--- src/rtl/button_pkg.sv ---
// Shared definitions for the push-button front end: button count, one-hot
// press codes and the per-bit debounce state encoding.
package button_pkg;

    localparam int NUM_BTN = 4;

    localparam logic [NUM_BTN-1:0] BTN_NONE = 4'b0000;
    localparam logic [NUM_BTN-1:0] BTN0     = 4'b0001;
    localparam logic [NUM_BTN-1:0] BTN1     = 4'b0010;
    localparam logic [NUM_BTN-1:0] BTN2     = 4'b0100;
    localparam logic [NUM_BTN-1:0] BTN3     = 4'b1000;

    typedef enum logic [1:0] {
        STABLE_LO = 2'd0,
        CHK_HI    = 2'd1,
        STABLE_HI = 2'd2,
        CHK_LO    = 2'd3
    } deb_state_t;

endpackage

--- src/rtl/debounce_cell.sv ---
// One button bit: 2-FF synchroniser followed by a debounce FSM that flips the
// level only after DEBOUNCE_CYCLES consecutive disagreeing samples.
module debounce_cell
    import button_pkg::*;
#(
    parameter int DEBOUNCE_CYCLES = 20000,
    parameter int CNT_W           = $clog2(DEBOUNCE_CYCLES)
) (
    input  logic clk,
    input  logic rst,
    input  logic btn_raw,
    output logic btn_level
);

    localparam logic [CNT_W-1:0] CNT_LAST = CNT_W'(DEBOUNCE_CYCLES - 1);
    localparam logic [CNT_W-1:0] CNT_ONE  = CNT_W'(1);

    logic             r_sync1;
    logic             r_sync2;
    deb_state_t       r_state;
    deb_state_t       w_state_nxt;
    logic [CNT_W-1:0] r_cnt;
    logic [CNT_W-1:0] w_cnt_nxt;
    logic             r_level;
    logic             w_level_nxt;

    always_ff @(posedge clk) begin
        if (rst) begin
            r_sync1 <= 1'b0;
            r_sync2 <= 1'b0;
            r_state <= STABLE_LO;
            r_cnt   <= '0;
            r_level <= 1'b0;
        end else begin
            r_sync1 <= btn_raw;
            r_sync2 <= r_sync1;
            r_state <= w_state_nxt;
            r_cnt   <= w_cnt_nxt;
            r_level <= w_level_nxt;
        end
    end

    always_comb begin
        w_state_nxt = r_state;
        w_cnt_nxt   = r_cnt;
        w_level_nxt = r_level;
        case (r_state)
            STABLE_LO, STABLE_HI: begin
                if (r_sync2 != r_level) begin
                    w_state_nxt = (r_state == STABLE_LO) ? CHK_HI : CHK_LO;
                    w_cnt_nxt   = CNT_ONE;
                end
            end
            CHK_HI, CHK_LO: begin
                // A single agreeing sample is treated as bounce and restarts the count.
                if (r_sync2 == r_level) begin
                    w_state_nxt = (r_state == CHK_HI) ? STABLE_LO : STABLE_HI;
                    w_cnt_nxt   = '0;
                end else if (r_cnt == CNT_LAST) begin
                    w_state_nxt = (r_state == CHK_HI) ? STABLE_HI : STABLE_LO;
                    w_cnt_nxt   = '0;
                    w_level_nxt = ~r_level;
                end else begin
                    w_cnt_nxt   = r_cnt + CNT_ONE;
                end
            end
            default: begin
                w_state_nxt = STABLE_LO;
                w_cnt_nxt   = '0;
                w_level_nxt = 1'b0;
            end
        endcase
    end

    assign btn_level = r_level;

endmodule

--- src/rtl/button_conditioner.sv ---
// Debounces four raw buttons and emits one-hot single-cycle press pulses with
// lowest-index arbitration. Optional auto-repeat: define BTN_AUTOREPEAT_EN.
module button_conditioner
    import button_pkg::*;
#(
    parameter int DEBOUNCE_CYCLES = 20000,
    parameter int CNT_W           = $clog2(DEBOUNCE_CYCLES)
`ifdef BTN_AUTOREPEAT_EN
    ,
    parameter int REPEAT_DELAY    = 500000,
    parameter int REPEAT_PERIOD   = 200000
`endif
) (
    input  logic       clk,
    input  logic       rst,
    input  logic [3:0] btn_raw,
    output logic [3:0] control,
    output logic [3:0] btn_level,
    output logic       drop_pulse
);

    logic [NUM_BTN-1:0] w_level;
    logic [NUM_BTN-1:0] r_level_d;
    logic [NUM_BTN-1:0] w_rise;
    logic [NUM_BTN-1:0] w_req;
    logic [NUM_BTN-1:0] w_grant;
    logic               w_drop;
    logic [NUM_BTN-1:0] r_control;
    logic               r_drop;

    for (genvar g = 0; g < NUM_BTN; g++) begin : g_cell
        debounce_cell #(
            .DEBOUNCE_CYCLES(DEBOUNCE_CYCLES),
            .CNT_W          (CNT_W)
        ) u_cell (
            .clk      (clk),
            .rst      (rst),
            .btn_raw  (btn_raw[g]),
            .btn_level(w_level[g])
        );
    end

    assign w_rise = w_level & ~r_level_d;

`ifdef BTN_AUTOREPEAT_EN
    localparam int RPT_MAX = (REPEAT_DELAY > REPEAT_PERIOD) ? REPEAT_DELAY : REPEAT_PERIOD;
    localparam int RPT_W   = $clog2(RPT_MAX + 1);

    logic [RPT_W-1:0]   r_rpt_tmr [NUM_BTN];
    logic [NUM_BTN-1:0] r_rpt_phase;
    logic [NUM_BTN-1:0] w_rpt_fire;

    // Timer holds cycles since the last pulse request; phase selects first-delay vs period.
    always_comb begin
        w_rpt_fire = '0;
        for (int unsigned i = 0; i < NUM_BTN; i++) begin
            w_rpt_fire[i] = w_level[i] &&
                (r_rpt_tmr[i] == (r_rpt_phase[i] ? RPT_W'(REPEAT_PERIOD) : RPT_W'(REPEAT_DELAY)));
        end
    end

    always_ff @(posedge clk) begin
        if (rst) begin
            for (int unsigned i = 0; i < NUM_BTN; i++) begin
                r_rpt_tmr[i] <= '0;
            end
            r_rpt_phase <= '0;
        end else begin
            for (int unsigned i = 0; i < NUM_BTN; i++) begin
                if (!w_level[i]) begin
                    r_rpt_tmr[i]   <= '0;
                    r_rpt_phase[i] <= 1'b0;
                end else if (w_rise[i]) begin
                    r_rpt_tmr[i]   <= RPT_W'(1);
                    r_rpt_phase[i] <= 1'b0;
                end else if (w_rpt_fire[i]) begin
                    r_rpt_tmr[i]   <= RPT_W'(1);
                    r_rpt_phase[i] <= 1'b1;
                end else begin
                    r_rpt_tmr[i]   <= r_rpt_tmr[i] + RPT_W'(1);
                end
            end
        end
    end

    assign w_req = w_rise | w_rpt_fire;
`else
    assign w_req = w_rise;
`endif

    always_comb begin
        w_grant = BTN_NONE;
        if (w_req[0]) begin
            w_grant = BTN0;
        end else if (w_req[1]) begin
            w_grant = BTN1;
        end else if (w_req[2]) begin
            w_grant = BTN2;
        end else if (w_req[3]) begin
            w_grant = BTN3;
        end
        w_drop = |(w_req & ~w_grant);
    end

    always_ff @(posedge clk) begin
        if (rst) begin
            r_level_d <= '0;
            r_control <= BTN_NONE;
            r_drop    <= 1'b0;
        end else begin
            r_level_d <= w_level;
            r_control <= w_grant;
            r_drop    <= w_drop;
        end
    end

    assign control    = r_control;
    assign btn_level  = w_level;
    assign drop_pulse = r_drop;

endmodule

--- config.mk ---
export PLATFORM = sky130hd
export DESIGN_NAME = button_conditioner
export DESIGN_NICKNAME = d
export VERILOG_FILES = /design/src/rtl/button_pkg.sv /design/src/rtl/debounce_cell.sv /design/src/rtl/button_conditioner.sv
export SDC_FILE = /design/constraint.sdc
export NUM_CORES = 1
export LEC_CHECK = 0
export ABC_AREA = 0
export BUFFER_PORTS_ARGS = -buffer_cell sky130_fd_sc_hd__clkbuf_2
export CAP_MARGIN = 15
export CORE_AREA = 2 2 63 110
export CTS_CLUSTER_DIAMETER = 150
export DETAILED_ROUTE_END_ITERATION = 16
export DIE_AREA = 0 0 65 112
export HOLD_SLACK_MARGIN = 0.06
export MAX_ROUTING_LAYER = met4
export PLACE_DENSITY_LB_ADDON = 0.2
export SETUP_SLACK_MARGIN = 0.02
export SLEW_MARGIN = 20
export SYNTH_ARGS = -nofsm -noshare
export SYNTH_HDL_FRONTEND = slang
export SYNTH_SLANG_ARGS = --single-unit
--- constraint.sdc ---
create_clock -name clk -period 6.7 [get_ports clk]
set_input_delay 1.34 -clock clk [delete_from_list [all_inputs] [get_ports clk]]
set_output_delay 1.34 -clock clk [all_outputs]
set_load 0.1 [all_outputs]
### Yosys cells after proc, flatten, opt, wreduce, memory -nomap -nowiden

Cells that the tools add are included.

* register bits after elaboration: 89
* word-level logic and storage cells: 140
* bits of input ports: 6
* output and inout bits: 9

* $add $sub $neg: 4
* eq/ne operators: 32
* bitwise gates (word level): 12
* reduce and logical (&&, ||, !) cells: 21
* muxes and demuxes: 48

Operators with widths (count)
* 2-to-1 mux 15 bit: 12
* one-hot mux 15 bit (2 select lines): 4
* adder 15 x 1 -> 15 bit (second input constant): 4
* equality test 15 bit (second input constant): 4
* 2-to-1 mux 2 bit: 24
* equality test 2 bit (second input constant): 8
* 2-to-1 mux 4 bit: 4
* one-hot mux 2 bit (2 select lines): 4
* OR reduction 2 bit: 8
* inequality test 3 x 1 -> 1 bit (second input constant): 4
* AND reduction 3 bit: 4
* bitwise AND 4 bit: 2
* equality test 2 x 1 -> 1 bit (second input constant): 4
* logical NOT 2 bit: 4
* inequality test 2 x 1 -> 1 bit (second input constant): 4
* NOT 1 bit: 8
* NOT 4 bit: 2
* AND reduction 2 bit: 4
* equality test 1 bit: 4
* inequality test 1 bit: 4
* OR reduction 4 bit: 1

### Longest topological paths before layout

Gate-level depths: netlist of the first run.

* depth in word-level cells: 9
* mapped depth: 8
* mapped depth without buffers: 6

### Cells and area by module

From an unflattened synthesis of the first run, not the netlist that was laid out.

* cells, all modules: 498
* area total of the unflattened synthesis: 4217.8 sq um

Modules (own cells, without submodules)
* debounce_cell: sequential area each 380.4 sq um, area an instance 975.9 sq um, cells each 118, times used 4
* button_conditioner: sequential area each 180.2 sq um, area an instance 314.1 sq um, cells each 26, times used 1

### Least setup slack after synthesis of the first run

No wires, ideal clock.

* kind: input to register
* from: input rst
* to: register g_cell[1].u_cell.r_cnt[9]
* path slack: 4113 ps
* library setup time: 74 ps
* cell stages on the path: 6
* data arrival time: 2513 ps
* required time: 6626 ps
* path buffers: 3
* cell sequence: clkbuf_1 -> nor4b_1 -> buf_2 -> buf_2 -> a21oi_1 -> a31oi_1

RTL lines
* from (decl): RTL line button_conditioner.sv:15 `input logic rst,`
* to (signal assigned): RTL line debounce_cell.sv:38 `r_cnt <= w_cnt_nxt;`
* to (decl): RTL line debounce_cell.sv:22 `logic [CNT_W-1:0] r_cnt;`

### Final worst setup path of the first run

* from: register g_cell[2].u_cell.r_level
* to: output btn_level[2]

RTL lines
* from (decl): RTL line debounce_cell.sv:24 `logic r_level;`
* from (signal assigned): RTL line debounce_cell.sv:39 `r_level <= w_level_nxt;`
* to (decl): RTL line button_conditioner.sv:18 `output logic [3:0] btn_level,`

No word-level cell between the ends.

==> results of run 1 <==
==> cells in the final DEF, fill, tap and decap left out, types with 2 or more instances in the layout <==
master and instances:
dfxtp_1 85, nand2_1 60, nor2_1 47, nand3_1 40, a31oi_1 33, a21oi_1 30, nor3_1 18, nor2b_1 15
clkbuf_2 14, o21ai_0 13, nand4_1 10, xnor2_1 10, clkbuf_16 9, a22o_1 8, xor2_1 7, nand2b_1 7
inv_1 7, or4_1 6, a21o_1 6, or3b_2 5, o21a_1 4, or3_1 4, and3_1 4, mux2i_1 4
ha_1 4, nor4_4 3, a41oi_1 3, nand3b_1 3, nor3b_1 3, a211oi_1 2, nor4_1 2, a221o_1 2
nor3_4 2, and3b_1 2, o311ai_0 2, clkinvlp_4 2, bufinv_16 2, buf_4 2
==> cells by family after synthesis <==
logic type               count (synthesis)
multiplexers                             4
XOR/XNOR                                17
AND/OR/NAND/NOR                        240
buffers and inverters                   35
flip-flops                              85
AO/OA/AOI/OAI                          106
adder cells (fa/ha/maj)                  4
==> flip-flops by register name, summed over array words and instances (netlist names) <==
register / count
g_cell.u_cell.r_cnt: 60
control: 4
g_cell.u_cell.btn_level: 4
g_cell.u_cell.r_state: 4
g_cell.u_cell.r_sync1: 4
g_cell.u_cell.r_sync2: 4
r_level_d: 4
drop_pulse: 1
==> report_power, final <==
part           internal (W)  switching, W  total [W]  leakage, nW
Sequential         0.000510    0.00000462   0.000514        0.687
Clock              0.000327      0.000203   0.000531        0.152
Combinational    0.00000906     0.0000174  0.0000265        0.738
Total              0.000846      0.000225    0.00107         1.58
==> final cells by class <==
type / count / area (µm²) / area share [%]
Multi-Input combinational cell: 371 / 2210 / 49.6
Tap cell: 82 / 103 / 2.31
Timing Repair Buffer: 16 / 85.1 / 1.91
Sequential cell: 85 / 1700 / 38.3
Inverter: 7 / 26.3 / 0.591
Clock inverter: 7 / 97.6 / 2.20
Clock buffer: 9 / 225 / 5.07
==> cell usage after synthesis, types with 5 or more instances <==
master     n  share of area, %
or3b_2     5               1.1
nor2_1    47               4.4
nand3_1   40               5.0
a21oi_1   30               3.7
buf_2      5              0.62
o21ai_0   13               1.6
xnor2_1   10               2.2
nand2_1   60               5.6
a21o_1     6               1.1
nor2b_1   15               2.3
xor2_1     7               1.5
inv_1      7              0.65
a31oi_1   33               5.1
buf_4      5              0.93
or4_1      6               1.1
a22o_1     8               1.7
nand2b_1   7               1.1
nor3_1    20               2.5
dfxtp_1   85                42
nand4_1   10               1.5
clkbuf_1  14               1.3
==> worst max path at each step <==
stage / from / end / slack (ns) / depth (start not counted)
after floorplan: rst / g_cell[1].u_cell.r_cnt[9]$_SDFFE_PP0P_ / 4.11 / 6
after CTS: rst / g_cell[3].u_cell.r_cnt[7]$_SDFFE_PP0P_ / 3.83 / 5
after detailed placement: rst / g_cell[3].u_cell.r_cnt[7]$_SDFFE_PP0P_ / 3.47 / 5
after global placement: rst / g_cell[3].u_cell.r_cnt[7]$_SDFFE_PP0P_ / 3.60 / 5
final: g_cell[2].u_cell.btn_level$_SDFFE_PP0P_ / btn_level[2] / 4.06 / 1
after global routing: rst / g_cell[2].u_cell.r_cnt[10]$_SDFFE_PP0P_ / 3.93 / 6
==> routing by layer <==
layer | track usage [%] | vias to the layer above | share of wire, %
met1 | 26.5 | 1598 | 42
met5 | - | - | 0
met4 | 13.3 | 0 | 1.7
met2 | 40.3 | 53 | 53
li1 | - | 1780 | -
met3 | 4.04 | 12 | 3.0
==> stage by stage <==
step / cell area [µm²] / setup slack, ns
after global routing: 4440 / 3.93
after CTS: 4430 / 3.83
after floorplan: 4040 / 4.11
after detailed placement: 4110 / 3.47
after global placement: 4110 / 3.60
final: 4440 / 4.06
==> impl_metrics.csv, run 1 <==
group,metric,value,unit
synthesis,yosysWarningCount,0,
pwr,power_density,241,mW/mm²
clock_tree,htreeDepth,3,
clock_tree,cts_setup_buffers,0,
synthesis,synth-edff-count,0,
placement,hpwl,5250,µm
worst_setup_path,rr_worst_depth,5,
worst_setup_path,crit_chain,"clkbuf_2",
worst_hold_path,hold_start,"r_level_d[0]$_SDFF_PP0_",
sta,holdWs,0.427,ns
synthesis,ys_ff_latch,85,
clock_tree,cts_buffer_depth,2,
synthesis,synth_xor_area_share,3.68,%
floorplan,dieArea,0.00728,mm²
global_routing,grtUsageTotal,24.0,%
clock_tree,cts_buffers,9,
floorplan,start_util,63.2,%
synthesis,synthArstFlopShare,0,%
worst_setup_path,r2r_start,"g_cell[2].u_cell.r_cnt[6]$_SDFFE_PP0P_",
route,avgViaCountPerCell,5.97,
synthesis,syn_area_per_cell,8.23,µm²
worst_setup_path,crit_fanout,6,
clock_tree,clk_pin_slew,0.06,ns
synthesis,syn_area,0.00404,mm²
global_routing,grt_pass1_wl,13600,µm
pwr,ir_worst_vdd,0.229,mV
route,antenna_left,0,
synthesis,yosysSeqAreaShare,42.1,%
sta,fmax,379,MHz
clock_tree,clock-sinks,85,
worst_setup_path,reg2reg_to,"g_cell[2].u_cell.r_cnt[11]$_SDFFE_PP0P_",
clock_tree,cts_resized,0,
route,drc,0,
worst_setup_path,path_delay_family,"buffers and inverters",
synthesis,syn-instance-count,491,
synthesis,synth_flop_cell,"dfxtp_1",
layout,syn_to_final_growth,9.93,%
floorplan,core.rowCount,39,
route,routed_wl,7860,µm
worst_hold_path,worstHoldPathType,"flip-flop to flip-flop",
floorplan,die_w,65,µm
synthesis,yosysUniqueCellTypes,48,
route,routedWlPerCell,13.6,µm
route,vias,3443,
sta,hold_viol,0,
global_routing,antenna_found_initial,0,
synthesis,synthMuxAreaShare,0.990,%
run,maxCapViolations,0,
sta,worstMarginPinSlew,0.899,ns
sta,setup_viol,0,
synthesis,synthSimpleGateAreaFrac,31.4,%
floorplan,core_area,0.00639,mm²
layout,final_nets,500,
synthesis,synthAdderAreaFrac,1.24,%
clock_tree,cts_tree,"yes",
synthesis,synth-compound-area-share,16.6,%
layout,drive_gt1_share,9.49,%
sta,slew_headroom,39.6,%
clock_tree,clock_latency,0.34,ns
sta,period_needed,2.64,ns
route,first_pass_iters,4,
worst_setup_path,worstSetupEndpointType,"output pin",
sta,tns,0,ns
worst_hold_path,worstHoldPathCells,1,
worst_setup_path,crit_type,"flip-flop to output pin",
worst_setup_path,crit_buf_inv,1,
floorplan,io_pins,15,
placement,dpl.cell_count,561,
sta,rsz0062_at_grt,"no",
route,drt-initial-drc-count,302,
global_routing,grt_pass1_vias,3124,
global_routing,grt-ovfl-total,0,
global_routing,grt_max_degree,51,
worst_setup_path,rrSetupSlack,4.40,ns
pwr,leakage,1.58,nW
layout,final_cells,577,
worst_setup_path,crit_arrival,1.30,ns
synthesis,synth_top_family_by_area,"simple AND/OR/NAND/NOR gates",
worst_setup_path,cpPeakStageDelay,0.51,ns
layout,final_core_util,69.5,%
worst_setup_path,setup.worst_path.start_class,"flip-flop",
layout,antennaDiodeCount,0,
synthesis,syn-num-nets,501,
worst_setup_path,worstPathRequired,5.36,ns
sta,clock-skew-final,0.00516,ns
worst_setup_path,cpMaxStageDelayCell,"clkbuf_2",
placement,gp_congestion,0.848,
pwr,p_total,0.00107,W
floorplan,die_height,112,µm
worst_hold_path,min_to,"control[0]$_SDFF_PP0_",
clock_tree,root_buffer,"clkbuf_16",
sta,fin_crit_sh,39.4,%
clock_tree,holdBufCountCts,0,
sta,drv_slew,0,
placement,port_buffers,14,
run_status,status,"finished clean",
layout,fillers,514,
No activity file was read; power rests on OpenSTA's default activity.
==> run 2, diff against run 1 <==
--- a/config.mk
+++ b/config.mk
@@ -8,10 +8,10 @@
 export ABC_AREA = 0
 export BUFFER_PORTS_ARGS = -buffer_cell sky130_fd_sc_hd__clkbuf_2
 export CAP_MARGIN = 15
-export CORE_AREA = 2 2 63 110
+export CORE_AREA = 2 2 68 119
 export CTS_CLUSTER_DIAMETER = 150
 export DETAILED_ROUTE_END_ITERATION = 16
-export DIE_AREA = 0 0 65 112
+export DIE_AREA = 0 0 70 121
 export HOLD_SLACK_MARGIN = 0.06
 export MAX_ROUTING_LAYER = met4
 export PLACE_DENSITY_LB_ADDON = 0.2
==> constraint.sdc (replaced) <==
create_clock -name clk -period 2.4 [get_ports clk]
set_input_delay 0.48 -clock clk [delete_from_list [all_inputs] [get_ports clk]]
set_output_delay 0.48 -clock clk [all_outputs]
set_load 0.1 [all_outputs]
==> run 2 against run 1 <==
Compared with the run above:
- via count is 2.9% higher
- count of clock-buffer cells in the layout is 3 higher
- die area is 16% higher
- setup slack worse by 3.9 ns
- power grew to 2.9 times the previous value
- largest cell class unchanged
- first-iteration DRC count is 24% lower
- register-to-register slack worse by 4.2 ns
- sequential share of layout area is 1.2 points lower
- critical path depth is 5 higher
- wire length is 3.3% higher
- largest power group unchanged
- critical path type is now flip-flop to flip-flop
==> impl_metrics.csv, run 2 (synthesis results as in run 1) <==
group,metric,value,unit
global_routing,antenna_found_initial,0,
route,top_layer,"met4",
layout,final_nets,516,
route,met3_wirelength,235,µm
layout,largest_reg_flops,60,
worst_setup_path,crit_type,"flip-flop to flip-flop",
layout,antennaDiodeCount,0,
sta,hold_viol,0,
worst_setup_path,setup.worst_path.start_class,"flip-flop",
global_routing,grt_pass1_wl,13900,µm
sta,slew_headroom,50.2,%
pwr,p_total,0.00311,W
sta,fin_crit_sh,92.8,%
global_routing,grt_max_degree,26,
route,routedWlPerCell,13.5,µm
route,first_pass_iters,5,
sta,tns,0,ns
clock_tree,cts_setup_buffers,0,
pwr,internal_power,0.00250,W
clock_tree,clk_pin_slew,0.06,ns
run,maxCapViolations,0,
placement,hpwl,5580,µm
layout,final_common_cell,"dfxtp_1",
layout,top_register,"g_cell.u_cell.r_cnt",
pwr,leakage,1.67,nW
run_status,status,"finished clean",
placement,port_buffers,14,
floorplan,die_w,70,µm
sta,fmax,449,MHz
route,vias,3544,
clock_tree,holdBufCountCts,0,
route,wl_met1,3570,µm
layout,final_cell_mix,"dfxtp_1, nand2_1, nor2_1",
global_routing,grtUsageTotal,20.6,%
placement,gp_congestion,0.831,
worst_setup_path,rrSetupSlack,0.17,ns
floorplan,core.rowCount,42,
layout,fillers,666,
worst_setup_path,endpoint,"g_cell[2].u_cell.r_cnt[14]$_SDFFE_PP0P_",
sta,setup_viol,0,
clock_tree,cts_resized,0,
global_routing,grt-ovfl-total,0,
clock_tree,cts_buffer_depth,2,
clock_tree,clock_latency,0.34,ns
clock_tree,cts_buffers,9,
layout,syn_to_final_growth,13.6,%
layout,drive_gt1_share,11.9,%
route,avgViaCountPerCell,5.92,
pwr,p_sw_share,19.7,%
worst_setup_path,worstSetupEndpointType,"flip-flop",
route,drc,0,
global_routing,grt_pass1_vias,3263,
clock_tree,root_buffer,"clkbuf_16",
sta,drv_slew,0,
floorplan,dieArea,0.00847,mm²
worst_hold_path,worstHoldPathCells,2,
pwr,seq_power_share,46.1,%
floorplan,die_height,121,µm
route,drt-initial-drc-count,231,
clock_tree,clock-sinks,85,
sta,worstMarginPinSlew,0.744,ns
clock_tree,htreeDepth,3,
pwr,p_clk_share,51.1,%
worst_setup_path,r2r_start,"g_cell[2].u_cell.r_cnt[0]$_SDFFE_PP0P_",
pwr,p_sw,0.000612,W
worst_setup_path,reg2reg_to,"g_cell[2].u_cell.r_cnt[14]$_SDFFE_PP0P_",
worst_setup_path,crit_fanout,8,
worst_setup_path,crit_arrival,2.51,ns
pwr,ir_worst_vdd,0.741,mV
worst_setup_path,rr_worst_depth,6,
route,route.met2.wl,4080,µm
floorplan,io_pins,15,
floorplan,start_util,54.2,%
route,antenna_left,0,
pwr,power_density,678,mW/mm²
route,routed_wl,8110,µm
sta,rsz0062_at_grt,"no",
floorplan,core_area,0.00746,mm²
worst_setup_path,worstPathRequired,2.68,ns
pwr,p_comb_share,2.8,%
clock_tree,cts_tree,"yes",
worst_hold_path,worstHoldPathType,"input port to flip-flop",
sta,period_needed,2.23,ns
sta,clock-skew-final,0.00602,ns
worst_setup_path,crit_path_start,"g_cell[2].u_cell.r_cnt[0]$_SDFFE_PP0P_",
-- run 2: cell types whose count changed in the layout (fill, tap and decap cells not counted), sizes merged --
cell,delta
clkbuf,+3
clkinvlp,-2
inv,-1
bufinv,+1
buf,+16
clkinv,-1
-- run 2: final cells by class --
cell class                 instances  area (µm²)  area share (%)
clock buffer                      12         246            5.37
tap                               88         110            2.40
sequential                        85        1700            37.1
inverter                           7        26.3           0.572
clock inverter                     4        95.1            2.07
timing repair buffer              32         205            4.47
multi-input combinational        371        2210            48.1
-- run 2: worst max-delay path, stage by stage, from the launching register on --
cell and delay, ns:
dfxtp_1 0.40, ha_1 0.26, nand4_2 0.16, or2_1 0.34
or4_1 0.51, or4_1 0.41, nand3_1 0.09
-- run 2: power groups by stage --
| stage | combinational (W) | sequential [W] | clock [W] |
|---|---|---|---|
| 6_report | 0.0000860 | 0.00144 | 0.00159 |
| 5_1_grt | 0.0000954 | 0.00144 | 0.00169 |
| 4_1_cts | 0.0000854 | 0.00144 | 0.00162 |
| 3_5_place_dp | 0.0000848 | 0.00147 | 0 |
| 3_3_place_gp | 0.0000834 | 0.00147 | 0 |
| 2_1_floorplan | 0.0000598 | 0.00146 | 0 |
-- run 2: worst min path at each step --
stage / start / endpoint
floorplan: r_level_d[0]$_SDFF_PP0_ / control[0]$_SDFF_PP0_
global placement: r_level_d[0]$_SDFF_PP0_ / control[0]$_SDFF_PP0_
detailed placement: r_level_d[0]$_SDFF_PP0_ / control[0]$_SDFF_PP0_
CTS: btn_raw[1] / g_cell[1].u_cell.r_sync1$_SDFF_PP0_
global route: btn_raw[0] / g_cell[0].u_cell.r_sync1$_SDFF_PP0_
finish: btn_raw[2] / g_cell[2].u_cell.r_sync1$_SDFF_PP0_
-- run 2: per-stage QoR --
stage	std cells	setup WS (ns)	utilization, %	hold WS [ns]	area (µm²)
2_1_floorplan	491	0.291	-	0.392	4040
3_3_place_gp	583	0.226	56.8	0.406	4240
3_5_place_dp	583	0.120	56.8	0.419	4240
4_1_cts	599	0.0926	61.4	0.343	4580
5_1_grt	599	0.0702	61.5	0.364	4590
6_report	599	0.172	61.5	0.351	4590
-- run 2: routing by layer --
| metal | vias up | GRT usage (%) |
|---|---|---|
| li1 | 1812 | - |
| met1 | 1653 | 22.7 |
| met2 | 63 | 35.2 |
| met3 | 16 | 3.57 |
| met4 | 0 | 10.7 |
| met5 | - | - |
==> run 3, diff against run 2 <==
==> constraint.sdc (replaced) <==
create_clock -name clk -period 2 [get_ports clk]
set_input_delay 0.4 -clock clk [delete_from_list [all_inputs] [get_ports clk]]
set_output_delay 0.4 -clock clk [all_outputs]
set_load 0.1 [all_outputs]
==> run 3 against run 2 <==
Compared with the run above:
- first-iteration DRC count rose by 1.7%
- sequential power increased by 19%
- power rose by 14%
- clock skew is essentially flat
- clock power grew 8%
==> impl_metrics.csv, run 3 (synthesis results as in run 1) <==
group,metric,value,unit
sta,slew_headroom,40.8,%
sta,fmax,529,MHz
sta,period_needed,1.89,ns
worst_setup_path,worstSetupEndpointType,"flip-flop",
worst_setup_path,crit_chain,"ha_4 -> nand4_4 -> or2_1 -> or4_1 -> or4_1 -> nand3_1",
layout,syn_to_final_growth,24.4,%
worst_setup_path,critical_path.most_common_cell,"or4_1",
layout,final_core_util,67.4,%
global_routing,grt_max_degree,23,
route,antenna_left,0,
global_routing,grt_pass1_vias,3590,
sta,clock-skew-final,0.00602,ns
floorplan,core_area,0.00746,mm²
global_routing,grt-ovfl-total,0,
layout,design_area,0.00503,mm²
sta,hold_viol,0,
clock_tree,root_buffer,"clkbuf_16",
floorplan,io_pins,15,
worst_setup_path,crit_buf_inv,0,
worst_setup_path,rrSetupSlack,0.11,ns
route,routedWlPerCell,14.1,µm
route,vias,3754,
layout,top_register,"g_cell.u_cell.r_cnt",
placement,hpwl,6360,µm
floorplan,dieArea,0.00847,mm²
clock_tree,htreeDepth,3,
run,maxCapViolations,0,
clock_tree,cts_tree,"yes",
clock_tree,clock-sinks,85,
clock_tree,clk_pin_slew,0.06,ns
worst_setup_path,path_delay_family,"simple AND/OR/NAND/NOR gates",
global_routing,grt_pass1_wl,15600,µm
pwr,ir_worst_vdd,0.578,mV
worst_setup_path,r2r_start,"g_cell[2].u_cell.r_cnt[1]$_SDFFE_PP0P_",
worst_setup_path,cp.depth,6,
placement,port_buffers,14,
worst_hold_path,min_to,"g_cell[1].u_cell.r_sync1$_SDFF_PP0_",
worst_hold_path,worstHoldPathCells,2,
worst_setup_path,crit_type,"flip-flop to flip-flop",
route,avgViaCountPerCell,5.78,
clock_tree,clock_latency,0.35,ns
layout,drive_gt1_share,21.9,%
sta,drv_slew,0,
sta,worstMarginPinSlew,0.882,ns
worst_setup_path,cpPeakStageDelay,0.43,ns
worst_hold_path,hold_start,"btn_raw[1]",
route,first_pass_iters,5,
sta,setup_viol,0,
pwr,leakage,1.93,nW
worst_hold_path,worstHoldPathType,"input port to flip-flop",
layout,final_common_cell,"dfxtp_1",
worst_setup_path,worstPathRequired,2.29,ns
worst_setup_path,setup.worst_path.start_class,"flip-flop",
worst_setup_path,reg2reg_to,"g_cell[2].u_cell.r_cnt[14]$_SDFFE_PP0P_",
worst_setup_path,crit_arrival,2.18,ns
placement,placedInstanceArea,0.00460,mm²
route,drt-initial-drc-count,235,
run_status,status,"finished clean",
clock_tree,cts_buffers,9,
floorplan,die_w,70,µm
floorplan,core.rowCount,42,
route,drc,0,
layout,final_cell_mix,"dfxtp_1, buf_4, nand2_1",
floorplan,start_util,54.2,%
layout,largest_reg_flops,60,
worst_setup_path,rr_worst_depth,6,
sta,tns,0,ns
layout,final_nets,567,
clock_tree,cts_buffer_depth,2,
route,routed_wl,9140,µm
worst_setup_path,crit_fanout,4,
layout,fillers,613,
pwr,power_density,708,mW/mm²
worst_setup_path,cpMaxStageDelayCell,"or4_1",
floorplan,die_height,121,µm
sta,fin_crit_sh,94.5,%
clock_tree,holdBufCountCts,0,
sta,rsz0062_at_grt,"no",
global_routing,antenna_found_initial,0,
layout,antennaDiodeCount,0,
placement,gp_congestion,0.866,
global_routing,grtUsageTotal,23.3,%
## run 3: power by group
part	leakage, nW	switching (W)	internal [W]
Clock	0.145	0.000708	0.00101
Combinational	1.10	0.0000761	0.0000518
Sequential	0.689	0.00000885	0.00171
## run 3: layout make-up
cell class / count / area, µm² / area share (%)
Tap cell: 88 / 110 / 2.19
Sequential cell: 85 / 1710 / 34.0
Clock inverter: 6 / 71.3 / 1.42
Timing Repair Buffer: 82 / 584 / 11.6
Clock buffer: 10 / 239 / 4.75
Multi-Input combinational cell: 372 / 2290 / 45.5
Inverter: 7 / 26.3 / 0.523
## run 3: worst max path at each step
stage / to / start
global placement: g_cell[1].u_cell.r_cnt[11]$_SDFFE_PP0P_ / g_cell[1].u_cell.r_cnt[0]$_SDFFE_PP0P_
finish: g_cell[2].u_cell.r_cnt[14]$_SDFFE_PP0P_ / g_cell[2].u_cell.r_cnt[1]$_SDFFE_PP0P_
CTS: g_cell[1].u_cell.r_cnt[11]$_SDFFE_PP0P_ / g_cell[1].u_cell.r_cnt[0]$_SDFFE_PP0P_
global route: g_cell[0].u_cell.r_cnt[14]$_SDFFE_PP0P_ / g_cell[0].u_cell.r_cnt[14]$_SDFFE_PP0P_
floorplan: g_cell[1].u_cell.r_cnt[3]$_SDFFE_PP0P_ / g_cell[1].u_cell.r_cnt[7]$_SDFFE_PP0P_
detailed placement: g_cell[1].u_cell.r_cnt[11]$_SDFFE_PP0P_ / g_cell[1].u_cell.r_cnt[0]$_SDFFE_PP0P_
## run 3: per-layer routing
layer  track usage (%)  vias to the layer above  share of wire, %
met3              3.49                       18               2.7
li1                  -                     1900                 -
met4              12.1                        0               2.9
met5                 -                        -                 0
met1              25.6                     1767                42
met2              40.4                       69                53
## run 3: what timing repair did
action	4_1_cts	5_1_grt
setup buffers	0	6
cloned	0	1
pin swaps	0	6
setup endpoints to repair	21	25
resized for setup	2	12
## run 3: stage by stage
step | setup slack (ns) | hold slack [ns] | cells | total power, W
global route | 0.0219 | 0.278 | 650 | 0.00366
detailed placement | -0.299 | 0.430 | 627 | 0.00188
global placement | -0.264 | 0.420 | 627 | 0.00187
floorplan | 0.0231 | 0.392 | 491 | 0.00183
finish | 0.110 | 0.263 | 650 | 0.00356
CTS | -0.0311 | 0.254 | 643 | 0.00359
## run 3: worst register-to-register path: stages (launching register included)
cell	delay, ns
dfxtp_4	0.37
ha_4	0.16
nand4_4	0.12
or2_1	0.25
or4_1	0.43
or4_1	0.41
nand3_1	0.09
